[config.mk]
export PLATFORM = sky130hd
export DESIGN_NAME = change_payout
export DESIGN_NICKNAME = d
export VERILOG_FILES = /design/src/rtl/vm_pkg.sv /design/src/rtl/change_payout_timer.sv /design/src/rtl/change_payout.sv
export SDC_FILE = /design/constraint.sdc
export NUM_CORES = 1
export LEC_CHECK = 0
export CAP_MARGIN = 20
export CORE_ASPECT_RATIO = 1.75
export CORE_MARGIN = 5
export CORE_UTILIZATION = 35
export DETAILED_ROUTE_END_ITERATION = 10
export PLACE_DENSITY_LB_ADDON = 0.25
export SKIP_LAST_GASP = 1
export SYNTH_ARGS = -nofsm -noshare
export SYNTH_HDL_FRONTEND = slang
export SYNTH_SLANG_ARGS = --single-unit
export TNS_END_PERCENT = 10
[constraint.sdc]
create_clock -name Clk -period 4.1 [get_ports Clk]
set_input_delay 0.41 -clock Clk [delete_from_list [all_inputs] [get_ports Clk]]
set_output_delay 0.41 -clock Clk [all_outputs]
set_load 0.03 [all_outputs]
[src/rtl/vm_pkg.sv]
// vm_pkg: state encoding and coin values shared between VendingMachine and change_payout
package vm_pkg;
  localparam logic [2:0] S_IDLE  = 3'd0;
  localparam logic [2:0] S_REQ1  = 3'd1;
  localparam logic [2:0] S_REQ05 = 3'd2;
  localparam logic [2:0] S_REL   = 3'd3;
  localparam logic [2:0] S_FAULT = 3'd4;
  localparam int VAL_1TL  = 2;
  localparam int VAL_05TL = 1;
endpackage

[src/rtl/change_payout_timer.sv]
// payout_timer: counts cycles an eject request has waited; flags expiry at LIMIT
module payout_timer #(
  parameter int LIMIT = 16
) (
  input  logic Clk,
  input  logic Rst_n,
  input  logic load_i,
  input  logic en_i,
  output logic expired_o
);
  localparam int W = $clog2(LIMIT + 1);
  logic [W-1:0] cnt_q;
  assign expired_o = cnt_q == W'(LIMIT);
  // restart on load, count while enabled and stop at the limit
  always_ff @(posedge Clk or negedge Rst_n) begin
    if (!Rst_n) cnt_q <= '0;
    else if (load_i) cnt_q <= '0;
    else if (en_i && !expired_o) cnt_q <= cnt_q + 1'b1;
  end
endmodule

[src/rtl/change_payout.sv]
// change_payout: accumulates change owed and pays it out coin by coin through a two-tube hopper
module change_payout
  import vm_pkg::*;
#(
  parameter int OWED_W      = 4,
  parameter int ACK_TIMEOUT = 16
) (
  input  logic              Clk,
  input  logic              Rst_n,
  input  logic              Change1,
  input  logic              Change05,
  input  logic              Empty1,
  input  logic              Empty05,
  input  logic              Hopper_Ack,
  input  logic              Clear,
  output logic              Eject1,
  output logic              Eject05,
  output logic [OWED_W-1:0] Owed,
  output logic              Busy,
  output logic              Stall,
  output logic              Done,
  output logic              Fault,
  output logic              OvfErr
);
  localparam int SW = OWED_W + 2;
  localparam logic [OWED_W-1:0] MAX = '1;
  logic [2:0] state_q, state_d;
  logic [OWED_W-1:0] owed_q, owed_d;
  logic [SW-1:0] add, sub, sum;
  logic eject1_q, eject05_q, done_q, done_d, fault_q, fault_d, ovf_q, ovf_d;
  logic in_req, ack_ok, can1, can05, sat, expired;
  assign in_req = state_q == S_REQ1 || state_q == S_REQ05;
  assign ack_ok = in_req && Hopper_Ack;
  assign add = (Change1 ? SW'(VAL_1TL) : '0) + (Change05 ? SW'(VAL_05TL) : '0);
  assign sub = !ack_ok ? '0 : state_q == S_REQ1 ? SW'(VAL_1TL) : SW'(VAL_05TL);
  assign sum = {2'b00, owed_q} + add - sub;
  assign sat = sum > {2'b00, MAX};
  assign owed_d = sat ? MAX : sum[OWED_W-1:0];
  assign ovf_d = sat || (ovf_q && !Clear);
  assign done_d = ack_ok && owed_d == '0;
  assign can1 = owed_q >= OWED_W'(VAL_1TL) && !Empty1;
  assign can05 = owed_q >= OWED_W'(VAL_05TL) && !Empty05;
  assign Owed = owed_q;
  assign Eject1 = eject1_q;
  assign Eject05 = eject05_q;
  assign Done = done_q;
  assign Fault = fault_q;
  assign OvfErr = ovf_q;
  assign Busy = state_q != S_IDLE;
  assign Stall = state_q == S_IDLE && owed_q != '0 && !can1 && !can05;
  payout_timer #(.LIMIT(ACK_TIMEOUT)) u_timer (
    .Clk      (Clk),
    .Rst_n    (Rst_n),
    .load_i   (state_q == S_IDLE),
    .en_i     (in_req),
    .expired_o(expired)
  );
  // payout FSM: prefer 1 TL coins, never overpay, fault on a missing ack
  always_comb begin
    state_d = state_q;
    fault_d = fault_q;
    case (state_q)
      S_IDLE: state_d = can1 ? S_REQ1 : can05 ? S_REQ05 : S_IDLE;
      S_REQ1, S_REQ05: begin
        if (Hopper_Ack) state_d = S_REL;
        else if (expired) begin
          state_d = S_FAULT;
          fault_d = 1'b1;
        end
      end
      S_REL: state_d = Hopper_Ack ? S_REL : S_IDLE;
      S_FAULT: begin
        if (Clear && !Hopper_Ack) begin
          state_d = S_IDLE;
          fault_d = 1'b0;
        end
      end
      default: state_d = S_IDLE;
    endcase
  end
  // state, owed accumulator and registered outputs
  always_ff @(posedge Clk or negedge Rst_n) begin
    if (!Rst_n) begin
      state_q   <= S_IDLE;
      owed_q    <= '0;
      eject1_q  <= 1'b0;
      eject05_q <= 1'b0;
      done_q    <= 1'b0;
      fault_q   <= 1'b0;
      ovf_q     <= 1'b0;
    end else begin
      state_q   <= state_d;
      owed_q    <= owed_d;
      eject1_q  <= state_d == S_REQ1;
      eject05_q <= state_d == S_REQ05;
      done_q    <= done_d;
      fault_q   <= fault_d;
      ovf_q     <= ovf_d;
    end
  end
endmodule

# Yosys cells after proc, flatten, opt, wreduce, memory -nomap -nowiden
# Cells that the tools add are included.
totals:
  out_inout_bits: 11
  inputBits: 8
  regBits: 17
  wordCells: 70
classes:
  n_eq_ne: 10
  n_reduce_logical: 27
  n_addsub: 4
  order_cmp: 3
  n_mux: 18
ops:
  columns: ["op", "n"]
  rows:
  - ["$mux W2", 6]
  - ["$pmux W3 S4", 1]
  - ["$logic_and A1 B1 Y1", 10]
  - ["$mux W5", 2]
  - ["$eq A3 B2 Y1 const B", 3]
  - ["$mux W3", 3]
  - ["$logic_not A1 Y1", 7]
  - ["$eq A3 B1 Y1 const B", 2]
  - ["$gt A6 B4 Y1 const B", 1]
  - ["$sub A5 B2 Y6", 1]
  - ["$add A4 B3 Y5", 1]
  - ["$add A5 B1 Y5 const B", 1]
  - ["$eq A5 B5 Y1 const B", 1]
  - ["$ge A4 B1 Y1 const B", 1]
  - ["$ge A4 B2 Y1 const B", 1]
  - ["$logic_not A4 Y1", 1]
  - ["$mux W1", 4]
  - ["$mux W4", 1]
  - ["$ne A2 B2 Y1 const B", 2]
  - ["$reduce_and A4 Y1", 1]
  - ["$reduce_bool A2 Y1", 2]
  - ["$reduce_bool A4 Y1", 1]
  - ["$add A2 B1 Y3", 1]
  - ["$eq A3 B3 Y1 const B", 1]
  - ["6 further kinds", 7]

# Depth between registers and ports, before layout
# Gate-level depths: netlist of the first run.
logic_depth:
  depth_word: 9
  depth_mapped: 11
  depth_no_buf: 10

# Cells and area by module
# From an unflattened synthesis of the first run, not the netlist that was laid out.
unflattened:
  hier_cells: 108
  hier_area_um2: 1058.5
modules_own_cells:
  columns: ["mod", "area_each_um2", "seq_area_each_um2", "cells_each", "instances"]
  rows:
  - ["change_payout", 778.2, 300.3, 81, 1]
  - ["payout_timer", 280.3, 125.1, 27, 1]

# Worst setup path before layout of the first run
# Ideal clock, no wire load.
synth_path:
  path_type: "register to register"
  from: "register state_q[1]"
  to: "register done_q (netlist: Done)"
  t_required_ns: 4.032
  path_buffers: 1
  path_slack_ns: 1.410
  setup_ns: 0.068
  arrival_ns: 2.622
  synth_period_minus_slack_ns: 2.690
  stages_incl_launch_ff: 10
  path_cell_list: "dfrtp_1 -> buf_6 -> nand2b_1 -> or3_1 -> fa_1 -> fa_1 -> nand3b_1 -> a31oi_1 -> a211oi_4 -> and4_1"
synth_via:
  elab_chain_cells: 9
  elab_cells_between_ends: 11
  classes_between: "add/sub (1); order compare (1); eq/ne (2); mux (3); reduce/logical (4)"
synth_rtl:
  columns: ["item", "line_no", "source"]
  rows:
  - ["start, declared", "change_payout.sv:27", "logic [2:0] state_q, state_d;"]
  - ["start signal, assigned", "change_payout.sv:92", "state_q <= state_d;"]
  - ["$eq A3 B1 Y1 or $eq A3 B2 Y1 (tied branches)", "change_payout.sv:32, change_payout.sv:35", null]
  - ["$logic_or A1 B1 Y1", "change_payout.sv:32", "assign in_req = state_q == S_REQ1 || state_q == S_REQ05;"]
  - ["$logic_and A1 B1 Y1", "change_payout.sv:33", "assign ack_ok = in_req && Hopper_Ack;"]
  - ["$mux W2", "change_payout.sv:35", "assign sub = !ack_ok ? '0 : state_q == S_REQ1 ? SW'(VAL_1TL) : SW'(VAL_05TL);"]
  - ["$sub A5 B2 Y6", "change_payout.sv:36", "assign sum = {2'b00, owed_q} + add - sub;"]
  - ["$gt A6 B4 Y1", "change_payout.sv:37", "assign sat = sum > {2'b00, MAX};"]
  - ["$mux W4", "change_payout.sv:38", "assign owed_d = sat ? MAX : sum[OWED_W-1:0];"]
  - ["$logic_not A4 Y1", "change_payout.sv:40", "assign done_d = ack_ok && owed_d == '0;"]
  - ["$logic_and A1 B1 Y1 *", "change_payout.sv:40", null]
  - ["named net done_d", "change_payout.sv:30", "logic eject1_q, eject05_q, done_q, done_d, fault_q, fault_d, ovf_q, ovf_d;"]
  - ["end signal, assigned", "change_payout.sv:96", "done_q <= done_d;"]
  - ["end, declared", "change_payout.sv:30", null]
# Mark *: on every way through the listed nets, which the timed path passes. The rest lies on a longest branch.
# A chain may end at the register's enable or synchronous reset.

# Worst setup path in the final report of the first run
layout_path:
  from: "input Hopper_Ack"
  to: "register done_q (netlist: Done)"
layout_via:
  elab_chain_cells: 7
layout_rtl:
  columns: ["item", "line_no", "source"]
  rows:
  - ["start, declared", "change_payout.sv:14", "input logic Hopper_Ack,"]
  - ["$logic_and A1 B1 Y1 *", "change_payout.sv:33", null]
  - ["$mux W2", "change_payout.sv:35", null]
  - ["$sub A5 B2 Y6", "change_payout.sv:36", null]
  - ["$gt A6 B4 Y1", "change_payout.sv:37", null]
  - ["$mux W4", "change_payout.sv:38", null]
  - ["$logic_not A4 Y1", "change_payout.sv:40", null]
  - ["$logic_and A1 B1 Y1 *", "change_payout.sv:40", null]
  - ["named net done_d", "change_payout.sv:30", null]
# Marked as above.

==> results of run 1 <==
[worst paths after layout]
| path | slack, ns | cells after the start | start | to |
|---|---|---|---|---|
| worst max-delay path | 1.10 | 9 | Hopper_Ack | Done |
| worst min-delay path | 0.51 | 1 | u_timer.cnt_q[4] | u_timer.cnt_q[4] |
| worst max register to register | 1.16 | 8 | state_q[1] | Done |
| worst min register to register | 0.51 | 1 | u_timer.cnt_q[4] | u_timer.cnt_q[4] |
| max in group asynchronous | 3.00 | 1 | Rst_n | u_timer.cnt_q[3] |
| min in group asynchronous | 0.61 | 1 | Rst_n | Eject05 |
[through the flow]
step           worst slack, ns  hold slack [ns]  utilization  instance area, um^2  instances
5_1_grt                  0.941            0.544        0.441                 1390        171
4_1_cts                   1.11            0.520        0.441                 1390        171
3_5_place_dp             0.849            0.511        0.426                 1340        167
2_1_floorplan             1.41            0.114            -                 1130        109
3_3_place_gp             0.906            0.486        0.426                 1340        167
6_report                  1.10            0.508        0.441                 1390        171
[cells in the final DEF (no fill, tap or decap), drive strengths merged, types with 2 or more instances in the layout]
cell type,Yosys,final
xnor2,5,5
inv,15,15
clkdlybuf4s50,0,18
o21ai,4,4
dfrtp,17,17
clkbuf,0,3
a21oi,5,5
nor2,9,9
nand2,4,4
nor3,4,4
and4,2,2
fa,2,2
ha,9,9
nand2b,5,5
nand3,4,4
o211ai,2,2
mux2i,3,3
[power groups by stage]
stage               clock network [mW]  logic [mW]  registers, mW
floorplan                            0       0.391          0.323
global placement                     0       0.558          0.294
detailed placement                   0       0.575          0.296
CTS                              0.134       0.576          0.294
global route                     0.141       0.634          0.303
finish                           0.128       0.566          0.293
[kinds of logic (layout without fill, tap and decap cells)]
family,after synthesis,in the layout
buffers and inverters,18,37
flip-flops,17,17
AO/OA/AOI/OAI,19,19
AND/OR/NAND/NOR,36,36
adder cells (fa/ha/maj),11,11
multiplexers,3,3
XOR/XNOR,5,5
[state kept, by name, summed over array words and instances, names as in the netlist]
| signal | flops |
|---|---|
| Done | 1 |
| Eject05 | 1 |
| Eject1 | 1 |
| Fault | 1 |
| OvfErr | 1 |
| Owed | 4 |
| state_q | 3 |
| u_timer.cnt_q | 5 |
[worst register-to-register path: stages, from the launching register on]
cell and delay [ns]:
dfrtp_1 0.51, nand2b_1 0.23, or3_1 0.35, fa_1 0.51, fa_1 0.48, nand3b_1 0.13, a31oi_1 0.13, a211oi_4 0.31
and4_1 0.23
[final cells by class]
type                       count  share of cell area
clock inverter                 1             0.00542
timing repair buffer          18               0.130
clock buffer                   3              0.0298
sequential                    17               0.307
tap                           43              0.0388
inverter                      15              0.0406
multi-input combinational     74               0.449
[routing by layer]
layer	global-route usage	routed length [um]	up-vias
met4	0.0860	85	0
li1	-	-	412
met3	0.0316	92	8
met5	0	0	-
met1	0.124	919	419
met2	0.241	1370	20
==> key figures, run 1 <==
Die
  • Chip height: 85.1 um
  • # IOs: 19
  • Core Region: 3140 um^2
  • Initial core utilization: 0.359
  • Row count: 27
  • Die Wd: 52.9 um
  • Total Die Area: 4500 um^2

Power and ir drop
  • PwrDens: 712 nW/um^2
  • Sequential Power Share: 0.297
  • Clock share of power: 0.130
  • Combinational Power Share: 0.574
  • Switching share of total power: 0.439
  • Switching pwr: 0.433 mW
  • Leak pwr: 0.596 nW
  • VDD IR max: 0.415 mV
  • Pwr Total: 0.987 mW
  • P_int: 0.553 mW

Synthesis
  • Syn_nets: 128
  • Ys async rst share: 1.00
  • Library cell with the highest instance count after synthesis: dfrtp_1
  • Sequential-to-total area share from yosys stat: 0.377
  • Dominant cells by area after synthesis: dfrtp_1 38%, ha_1 10%, inv_1 5.0%
  • Synth Area in Simple Gates: 0.210
  • Synth unique cells: 39
  • Main combinational cell family by area after synthesis: simple AND/OR/NAND/NOR gates
  • Commonest cells post-synth: 17 x dfrtp_1, 15 x inv_1, 9 x ha_1
  • Mux share of post-synthesis cell area: 0.0266
  • Post-synth EDFFs: 0
  • Ys Warns: 0
  • XOR/XNOR Fraction of Synth Area: 0.0555
  • Mean Syn Cell Area: 10.3 um^2
  • Synth Flop Type: dfrtp_1
  • Synth Cell Area: 1130 um^2
  • Post-synth top area cell: dfrtp_1
  • Syn Inst Count: 109
  • Synth top area share: 0.377
  • Adder-cell share of the synthesized area: 0.135
  • Number of synthesized register bits: 17
  • Synth Area in Compound Gates: 0.124

Finish
  • Seq. cell area: 425 um^2
  • Footprint of the multi-input gates: 622 um^2
  • Area grow syn2layout: 23.0%
  • Nets: 148
  • Ant. Diodes: 0
  • Fraction of layout cells with a size suffix above 1: 0.117
  • Filler cells: 324

Global routing
  • Initial antenna violation count: 0
  • Number of global-route vias before repair: 999
  • First-pass GRT wire length: 4410 um
  • Pin count of the biggest net entering global routing: 18
  • Remaining global-route overflow: 0
  • Total GRT Usage: 0.133

Placed design
  • Number of port buffers: 18
  • Global placement routability congestion: 0.794
  • HPWL after DPL: 2050 um

Timing
  • Unrepaired setup endpoints after global routing: false
  • Slew Viols, Final: 0
  • Final clock period utilization by the worst path: 0.731
  • Worst rel slew slack: 0.474
  • Setup_tns: 0 ns
  • Final min period: 3.00 ns
  • Final setup fails: 0
  • FMAX: 333 MHz
  • Clock skew: 0.00113 ns
  • Final Hold Fails: 0
  • Slew @ Worst Pin: 0.786 ns

CTS
  • TritonCTS buffer count: 3
  • Reg clk slew, reported paths: 0.07 ns
  • CTS Hold Buffers Added: 0
  • Postcts setup bufs: 0
  • Clock sink count: 17
  • PostCTS Resize Cnt: 0
  • Longest Clk Path Bufs: 2
  • CTS tree: built
  • Worst skew pair latency: 0.25 ns
  • H-tree depth: 1
  • CTS Root Cell: clkbuf_8

Routing
  • Drt pass-1 iters: 4
  • Post-DR wirelength/cell: 14.4 um
  • Final ANT Viol Nets: 0
  • Vias per inst: 5.02
  • Iter 0 DRT Violations: 25
  • Vias post-DR: 859
  • Routed Wire Length: 2470 um
  • DRC violations left: 0

Worst setup path
  • CP Launch Type: input port
  • Crit path cell chain: clkdlybuf4s50_1, inv_1, or3_1, fa_1, fa_1, nand3b_1, a31oi_1, a211oi_4, and4_1
  • CP max FO: 7
  • Worst Path Buf+Inv: 2
  • Worst Setup End Kind: flip-flop
  • Critical Path Slowest Stage Cell: fa_1
  • CP Class: input port to flip-flop
  • Top Family by Delay on Critical Path: adder cells
  • CP peak stage delay: 0.51 ns
  • Critical Path AT: 3.19 ns
  • CP required: 4.29 ns
  • Crit-path most repeated cell: fa_1

Min path
  • HP Class: flip-flop to flip-flop

Status
  • Status: finished, final reports clean

Run
  • Maxcap violations: 0
Power figures use the tool's default switching activity.
==> run 2: changes to the inputs <==
==> constraint.sdc (replaced) <==
create_clock -name Clk -period 2.8 [get_ports Clk]
set_input_delay 0.28 -clock Clk [delete_from_list [all_inputs] [get_ports Clk]]
set_output_delay 0.28 -clock Clk [all_outputs]
set_load 0.03 [all_outputs]
==> run 2 against run 1 <==
Against the previous run:
- core utilization is 1.4 points higher
- hold slack worse by 0.042 ns
- sequential share of layout area is 0.97 points lower
- worst setup slack worse by 0.96 ns
- combinational power is 57% higher
- die area stayed put
- first-iteration DRC count is 4.0% higher
- largest cell class unchanged
- largest power group unchanged
- global-route usage is 0.54 points lower
- highest routed layer unchanged
==> key figures, run 2 (synthesized netlist as in run 1, its figures left out) <==
Routing
  • Final ANT Viol Nets: 0
  • Vias post-DR: 876
  • Vias per inst: 4.95
  • DRC violations left: 0
  • Drt pass-1 iters: 4
  • Post-DR wirelength/cell: 14.0 um
  • Routed Wire Length: 2480 um
  • Iter 0 DRT Violations: 26

CTS
  • Worst skew pair latency: 0.25 ns
  • CTS Hold Buffers Added: 0
  • Reg clk slew, reported paths: 0.07 ns
  • Clock sink count: 17
  • PostCTS Resize Cnt: 0
  • TritonCTS buffer count: 3
  • Longest Clk Path Bufs: 2
  • CTS tree: built
  • H-tree depth: 1
  • CTS Root Cell: clkbuf_8
  • Postcts setup bufs: 0

Timing
  • Final clock period utilization by the worst path: 0.949
  • Worst rel slew slack: 0.499
  • Final setup fails: 0
  • FMAX: 376 MHz
  • Slew Viols, Final: 0
  • Clock skew: 0.000890 ns
  • Final Hold Fails: 0
  • Unrepaired setup endpoints after global routing: false
  • Final min period: 2.66 ns
  • Slew @ Worst Pin: 0.749 ns
  • Setup_tns: 0 ns

Finish
  • Nets: 154
  • Top reg by flops: u_timer.cnt_q
  • Ant. Diodes: 0
  • Largest register FFs: 5
  • Most frequent cells in the layout: 18 x clkdlybuf4s50_1, 17 x dfrtp_1, 15 x inv_1, 9 x ha_1, 8 x nor2_1
  • Cell area after layout: 1430 um^2
  • Fraction of layout cells with a size suffix above 1: 0.164
  • Most common cell after layout, fill and taps aside: clkdlybuf4s50_1
  • Area grow syn2layout: 27.0%

Global routing
  • Number of global-route vias before repair: 946
  • Initial antenna violation count: 0
  • First-pass GRT wire length: 4330 um
  • Pin count of the biggest net entering global routing: 18
  • Remaining global-route overflow: 0
  • Total GRT Usage: 0.127

Worst setup path
  • Critical Path Slowest Stage Cell: clkdlybuf4s50_1
  • CP max FO: 6
  • CP Launch Type: input port
  • CP Class: input port to flip-flop
  • CP required: 2.99 ns
  • Reg-to-reg startpoint: state_q[1]
  • Worst Path Buf+Inv: 2
  • Crit. Startpoint: Hopper_Ack
  • CP peak stage delay: 0.47 ns
  • Critical Path AT: 2.85 ns
  • Worst Setup End Kind: flip-flop
  • Crit path cell chain: clkdlybuf4s50_1, inv_1, or3_1, fa_2, fa_1, nand3b_1, a31oi_1, a211oi_4, and4_1
  • Top Family by Delay on Critical Path: adder cells

Power and ir drop
  • P_int: 0.833 mW
  • Combinational Power Share: 0.602
  • Leak pwr: 0.629 nW
  • Switching share of total power: 0.433
  • Clock share of power: 0.126
  • PwrDens: 1030 nW/um^2
  • Sequential Power Share: 0.272
  • VDD IR max: 0.611 mV
  • Switching pwr: 0.637 mW
  • Pwr Total: 1.47 mW

Die
  • Die Wd: 52.9 um
  • Core Region: 3140 um^2
  • # IOs: 19
  • Row count: 27
  • Initial core utilization: 0.359
  • Chip height: 85.1 um
  • Total Die Area: 4500 um^2

Status
  • Status: finished, final reports clean

Placed design
  • Placed instance area: 1380 um^2
  • Number of port buffers: 18
  • Global placement routability congestion: 0.825
  • HPWL after DPL: 2040 um

Min path
  • HP Class: input port to async pin

Run
  • Maxcap violations: 0
## run 2: cell types whose count changed in the layout (fill, tap and decap cells not counted), sizes merged
cell,delta
buf,+6
clkinv,+1
clkinvlp,-1
## run 2: final cells by class
| type | count | area, um^2 |
|---|---|---|
| clock inverters | 1 | 5.00 |
| repair buffers | 24 | 225 |
| well taps | 43 | 53.8 |
| fillers | 315 | 1710 |
| inverters | 15 | 56.3 |
| multi-input cells | 74 | 624 |
| clock buffers | 3 | 41.3 |
| flip-flops and latches | 17 | 425 |
## run 2: worst paths after layout
check                              endpoint  slack [ns]  cells past startpoint
min in group Clk           u_timer.cnt_q[4]        0.48                      1
setup / recovery                       Done        0.14                      9
hold reg to reg            u_timer.cnt_q[4]        0.48                      1
setup reg to reg                       Done        0.17                      8
hold / removal                      Eject05        0.47                      1
max in group asynchronous        state_q[2]        1.87                      1
## run 2: per-layer routing
| metal | GRT usage | wire length [um] | part of all wire | vias to the layer above |
|---|---|---|---|---|
| met5 | 0 | 0 | 0 | - |
| met4 | 0.0558 | 70 | 0.028 | 0 |
| met3 | 0.0351 | 123 | 0.050 | 7 |
| met2 | 0.224 | 1370 | 0.55 | 19 |
| met1 | 0.135 | 912 | 0.37 | 430 |
| li1 | - | - | - | 420 |
## run 2: metrics by stage
stage | instances | setup slack (ns) | hold WS (ns) | util
2_1_floorplan | 109 | 0.110 | -0.0156 | -
3_3_place_gp | 173 | -0.173 | 0.482 | 0.440
3_5_place_dp | 173 | -0.193 | 0.479 | 0.440
4_1_cts | 177 | 0.0659 | 0.488 | 0.455
5_1_grt | 177 | 0.00518 | 0.530 | 0.456
6_report | 177 | 0.142 | 0.465 | 0.456
## run 2: worst reg2reg max path, cell delays in order, from the launching register on
cell and delay [ns]:
dfrtp_1 0.37, nand2b_1 0.18, or3_1 0.35, fa_2 0.46
fa_1 0.45, nand3b_1 0.13, a31oi_1 0.13, a211oi_4 0.27
and4_1 0.23
## run 2: power groups by stage
stage                     logic, mW  registers [mW]  clock network [mW]
after floorplan               0.573           0.473                   0
after global placement        0.867           0.404                   0
after detailed placement      0.894           0.405                   0
after CTS                     0.898           0.403               0.188
after global routing          0.977           0.414               0.201
final                         0.886           0.400               0.185
